$ cat config.mk
export PLATFORM = sky130hd
export DESIGN_NAME = imem_dmem_bus_arbiter
export DESIGN_NICKNAME = d
export VERILOG_FILES = /design/src/rtl/imem_dmem_bus_arbiter.sv
export SDC_FILE = /design/constraint.sdc
export NUM_CORES = 1
export LEC_CHECK = 0
export CORE_AREA = 5 5 185 187
export DETAILED_ROUTE_END_ITERATION = 8
export DIE_AREA = 0 0 190 192
export DONT_BUFFER_PORTS = 1
export GPL_TIMING_DRIVEN = 0
export PLACE_DENSITY = 0.3
export REMOVE_ABC_BUFFERS = 1
export SYNTH_ARGS = -nofsm -noshare
export SYNTH_HDL_FRONTEND = slang
export SYNTH_SLANG_ARGS = --single-unit
$ cat constraint.sdc
create_clock -name clock -period 2.33 [get_ports clock]
set_input_delay 0.466 -clock clock [delete_from_list [all_inputs] [get_ports clock]]
set_output_delay 0.466 -clock clock [all_outputs]
set_load 0.02 [all_outputs]
$ cat src/rtl/imem_dmem_bus_arbiter.sv
// Shares one memory port between I-cache and D-cache with D priority and I starvation relief.
// Zero added latency on request and return paths; no backpressure beyond memory response 0 (busy).
module imem_dmem_bus_arbiter #(
  parameter int STARVE_LIMIT = 4,
  parameter int NUM_TAGS     = 16
) (
  input  logic        clock,
  input  logic        reset,
  input  logic [1:0]  Icache_command,
  input  logic [63:0] Icache_addr,
  input  logic [1:0]  Dcache_command,
  input  logic [63:0] Dcache_addr,
  input  logic [63:0] Dcache_data,
  input  logic [3:0]  mem2proc_response,
  input  logic [63:0] mem2proc_data,
  input  logic [3:0]  mem2proc_tag,
  output logic [1:0]  proc2mem_command,
  output logic [63:0] proc2mem_addr,
  output logic [63:0] proc2mem_data,
  output logic [3:0]  Imem2proc_response,
  output logic [3:0]  Imem2proc_tag,
  output logic [3:0]  Dmem2proc_response,
  output logic [3:0]  Dmem2proc_tag,
  output logic [63:0] mem2cache_data,
  output logic        grant_dcache,
  output logic        stray_tag
);

  localparam logic [1:0] BUS_NONE  = 2'h0;
  localparam logic [1:0] BUS_LOAD  = 2'h1;
  localparam logic [1:0] BUS_STORE = 2'h2;

  localparam int CNT_W = ($clog2(STARVE_LIMIT + 1) > 3) ? $clog2(STARVE_LIMIT + 1) : 3;
  localparam logic [CNT_W-1:0] LIMIT = CNT_W'(STARVE_LIMIT);

  typedef struct packed {
    logic [1:0]  command;
    logic [63:0] addr;
    logic [63:0] data;
  } mem_req_t;

  logic                i_req;
  logic                d_req;
  logic                starved;
  logic                grant_d;
  logic                grant_i;
  logic                resp_nz;
  logic                load_accept;
  logic                ret_hit;
  logic                ret_stray;
  mem_req_t            fwd;
  logic [CNT_W-1:0]    starve_cnt;
  logic [CNT_W-1:0]    starve_cnt_nxt;
  logic [NUM_TAGS-1:0] owner_valid;
  logic [NUM_TAGS-1:0] owner_valid_nxt;
  logic [NUM_TAGS-1:0] owner_is_d;
  logic [NUM_TAGS-1:0] owner_is_d_nxt;

  assign i_req   = (Icache_command != BUS_NONE);
  assign d_req   = (Dcache_command != BUS_NONE);
  assign starved = (starve_cnt >= LIMIT);
  assign grant_d = d_req && !(i_req && starved);
  assign grant_i = i_req && !grant_d;
  assign resp_nz = (mem2proc_response != 4'h0);

  // I side only ever loads, so any I command is forwarded as a load.
  always_comb begin
    fwd = '0;
    if (grant_d) begin
      fwd.command = Dcache_command;
      fwd.addr    = Dcache_addr;
      fwd.data    = Dcache_data;
    end else if (grant_i) begin
      fwd.command = BUS_LOAD;
      fwd.addr    = Icache_addr;
    end
  end

  // Stores never return data, so only accepted loads claim a tag.
  assign load_accept = !reset && (fwd.command == BUS_LOAD) && resp_nz
                       && (fwd.command != BUS_STORE);
  assign ret_hit     = (mem2proc_tag != 4'h0) && owner_valid[mem2proc_tag];
  assign ret_stray   = (mem2proc_tag != 4'h0) && !owner_valid[mem2proc_tag];

  always_comb begin
    starve_cnt_nxt = starve_cnt;
    if (!i_req) begin
      starve_cnt_nxt = '0;
    end else if (!grant_i) begin
      if (!starved) starve_cnt_nxt = starve_cnt + CNT_W'(1);
    end else if (resp_nz) begin
      starve_cnt_nxt = '0;
    end
  end

  // Retire before record: a same-cycle return and accept of one tag leaves it owned.
  always_comb begin
    owner_valid_nxt = owner_valid;
    owner_is_d_nxt  = owner_is_d;
    if (ret_hit) owner_valid_nxt[mem2proc_tag] = 1'b0;
    if (load_accept) begin
      owner_valid_nxt[mem2proc_response] = 1'b1;
      owner_is_d_nxt[mem2proc_response]  = grant_d;
    end
  end

  always_ff @(posedge clock) begin
    if (reset) begin
      starve_cnt  <= '0;
      owner_valid <= '0;
      owner_is_d  <= '0;
    end else begin
      starve_cnt  <= starve_cnt_nxt;
      owner_valid <= owner_valid_nxt;
      owner_is_d  <= owner_is_d_nxt;
    end
  end

  always_comb begin
    proc2mem_command   = BUS_NONE;
    proc2mem_addr      = '0;
    proc2mem_data      = '0;
    Imem2proc_response = '0;
    Dmem2proc_response = '0;
    Imem2proc_tag      = '0;
    Dmem2proc_tag      = '0;
    mem2cache_data     = '0;
    grant_dcache       = 1'b0;
    stray_tag          = 1'b0;
    if (!reset) begin
      proc2mem_command = fwd.command;
      proc2mem_addr    = fwd.addr;
      proc2mem_data    = fwd.data;
      grant_dcache     = grant_d;
      mem2cache_data   = mem2proc_data;
      stray_tag        = ret_stray;
      if (grant_d) Dmem2proc_response = mem2proc_response;
      if (grant_i) Imem2proc_response = mem2proc_response;
      if (ret_hit) begin
        if (owner_is_d[mem2proc_tag]) Dmem2proc_tag = mem2proc_tag;
        else                          Imem2proc_tag = mem2proc_tag;
      end
    end
  end

endmodule

==> flow_metrics.tcl <==
set metrics [dict create \
    die_h_um 192 \
    skew_ns 0.00189 \
    cts_buffers 5 \
    coreArea_um2 32300 \
    syn_inst 452 \
    powerDensity_nw_per_um2 453 \
    fmax_ghz 0.375 \
    yosys-top-cells-area "dfxtp_1 20%, a22o_1 16%, and2_1 13%" \
    drt_wl_total_um 26000 \
    synth-compound-area-share_pct 24.1 \
    clkLatencyLatePin_ns 0.28 \
    fin_ws_ns -0.335 \
    drt_first_iter_violations 142 \
    postSynthAreaPerCell_um2 7.69 \
    power_mw 2.11 \
    first_global_vias 3680 \
    ys.warnings.count 0 \
    period_needed_ns 2.66 \
    yosysUniqueCellTypes 36 \
    fillCellCount 3683 \
    status "finished, violations left" \
    rows 66 \
    tightest_slew_ns 0.699 \
    fin_crit_sh_pct 114 \
    cts_max_level 2 \
    muxShareOfSynthArea_pct 9.97 \
    grt-ovfl-total 0 \
    drtAntennaViolNets 0 \
    die_w_um 190 \
    cp.arrival_ns 2.20 \
    synth_top_area_share_pct 20.2 \
    crit_required_ns 1.86 \
    nNetsFinal 709 \
    p_sw_share_pct 40.1 \
    p_seq_share_pct 28.9 \
    synth_area_um2 3480 \
    yosysTopAreaCell "dfxtp_1" \
    grt_max_degree 118 \
    ir_drop_uv 268 \
    relSlewSlack_pct 52.9 \
    switchingPower_mw 0.848 \
    vias 3661 \
    crit_fanout 6 \
    seqCellArea_um2 711 \
    dp_hpwl_um 21700 \
    pwr-share-clk_pct 30.9 \
    pwr-share-comb_pct 40.2 \
    grt_pass1_wl_um 33300 \
    wire_per_inst_um 29.5 \
    setup_viol 6 \
    worstSetupStartpointType "flip-flop" \
    p_int_mw 1.27 \
    synth_fa_ha_area_share_pct 0.720 \
    pre_cts_slack_ns -0.914 \
    leakagePower_nw 1.70 \
    clk_pin_slew_ns 0.06 \
    ioPinCount 482 \
    rsz0062_at_grt "yes" \
    synth_top_family_by_area "simple AND/OR/NAND/NOR gates" \
    cts.sinks 35 \
    drv_cap 0 \
    dieArea_um2 36500 \
    ys_ff_latch 35 \
    synthSimpleGateAreaFrac_pct 39.0 \
    clockRootBuffer "clkbuf_16" \
    syn2layout_area_growth_pct 34.0 \
    crit_type "reg -> out" \
    drive_gt1_share_pct 39.5 \
    synth-xor-area-share_pct 0 \
    violations "setup timing" \
    grt_usage_pct 13.2 \
    drv_slew 0 \
    gp_congestion 0.827 \
    drc 0 \
    cts_max_path_buffers 2 \
    finalHoldViolations 0 \
    drt_pre_antenna_iters 4 \
    tritoncts "built" \
    multi_input_comb_area_um2 2950 \
    diodes 0 \
    initial_utilization_pct 10.8 \
    antenna_found_initial 13 \
    worstSetupEndpointType "output pin" \
    io_buffers 0 \
    yosysSeqAreaShare_pct 20.2 \
    hold_class "in -> reg" \
    viasPerCell 4.16 \
]
[power groups by stage]
stage	clock network, mW	registers [mW]	logic [mW]
floorplan	0	0.623	0.550
global placement	0	0.624	0.726
finish	0.654	0.610	0.849
global route	0.710	0.611	0.900
CTS	0.685	0.611	0.844
detailed placement	0	0.624	0.733
[final timing paths]
| path | cells after the start | end | slack (ns) | from |
|---|---|---|---|---|
| worst min register to register | 1 | owner_valid[0] | 0.47 | owner_valid[0] |
| worst max register to register | 5 | owner_is_d[3] | 0.61 | starve_cnt[2] |
| worst max-delay path | 4 | Dmem2proc_tag[1] | -0.33 | owner_valid[2] |
| worst min-delay path | 1 | owner_valid[0] | 0.27 | reset |
[cells in the final DEF (no fill, tap or decap), drive strengths merged]
cell	instances
mux2i	23
or4b	6
inv	12
o211ai	1
buf	16
nor2	10
nand4	3
a22o	64
dfxtp	35
and4	1
nand3	7
clkbuf	6
a211oi	6
a21oi	20
clkinvlp	1
a22oi	1
nand3b	2
a21boi	1
mux4	5
clkinv	1
or2	2
nand2b	20
a31o	1
nor3	4
nand2	14
and3	1
o21ai	20
ha	2
or4	1
and2	74
nand4b	7
nor4	1
bufbuf	1
nor2b	69
[cell families after synthesis]
family / Yosys count
multiplexers: 28
AO/OA/AOI/OAI: 114
flip-flops: 35
adder cells (fa/ha/maj): 2
buffers and inverters: 52
AND/OR/NAND/NOR: 221
[state kept, by name, indices dropped and copies added, names as in the netlist]
name	count
owner_is_d	16
owner_valid	16
starve_cnt	3
[timing repair]
action / CTS / global route
hold endpoints to repair: 0 / 0
gates cloned: 5 / 0
gates resized for setup: 86 / 81
pin swaps: 12 / 3
buffers inserted: 12 / 0
hold buffers: 0 / 0
setup endpoints to repair: 144 / 88
[worst max-delay path, stage by stage, from the launching register on]
cell and delay (ns):
dfxtp_2 0.33, mux2i_2 0.08, mux4_2 0.48, or4_4 0.62
a211oi_4 0.41
[per-stage QoR]
step / hold slack, ns / utilization (%) / instance area [um2] / TNS, ns / instances
after floorplan: 0.433 / - / 3300 / -150.17 / 410
after global placement: 0.450 / 11.9 / 3860 / -296.33 / 852
after detailed placement: 0.455 / 12.1 / 3920 / -92.17 / 855
after CTS: 0.248 / 14.1 / 4550 / -2.01 / 880
after global routing: 0.259 / 14.4 / 4660 / -2.10 / 880
final: 0.266 / 14.4 / 4660 / -1.80 / 880
[synthesized netlist by cell type (all sizes together)]
master,instances
a211oi,6
a21boi,1
a21oi,20
a22o,64
a22oi,1
a31o,1
and2,74
and3,1
and4,1
buf,10
clkbuf,32
dfxtp,35
ha,2
inv,10
mux2i,23
mux4,5
nand2,14
nand2b,20
nand3,7
nand3b,2
nand4,3
nand4b,7
nor2,9
nor2b,69
nor3,4
nor4,1
o211ai,1
o21ai,20
or2,2
or4,1
or4b,6
[cell type report]
type	instances	area share [%]
repair inverters	2	0.376
flip-flops and latches	35	15.3
repair buffers	17	4.94
well taps	442	11.9
multi-input cells	366	63.4
clock buffers	6	2.77
inverters	10	1.15
clock inverters	2	0.269
[per-layer routing]
metal | wire, um | GRT usage, % | vias up
met5 | 13 | 0 | -
met4 | 323 | 1.45 | 2
met3 | 3140 | 5.71 | 38
met2 | 12300 | 22.1 | 308
met1 | 10200 | 16.2 | 1753
li1 | - | - | 1560
(Power assumes the default switching activity.)
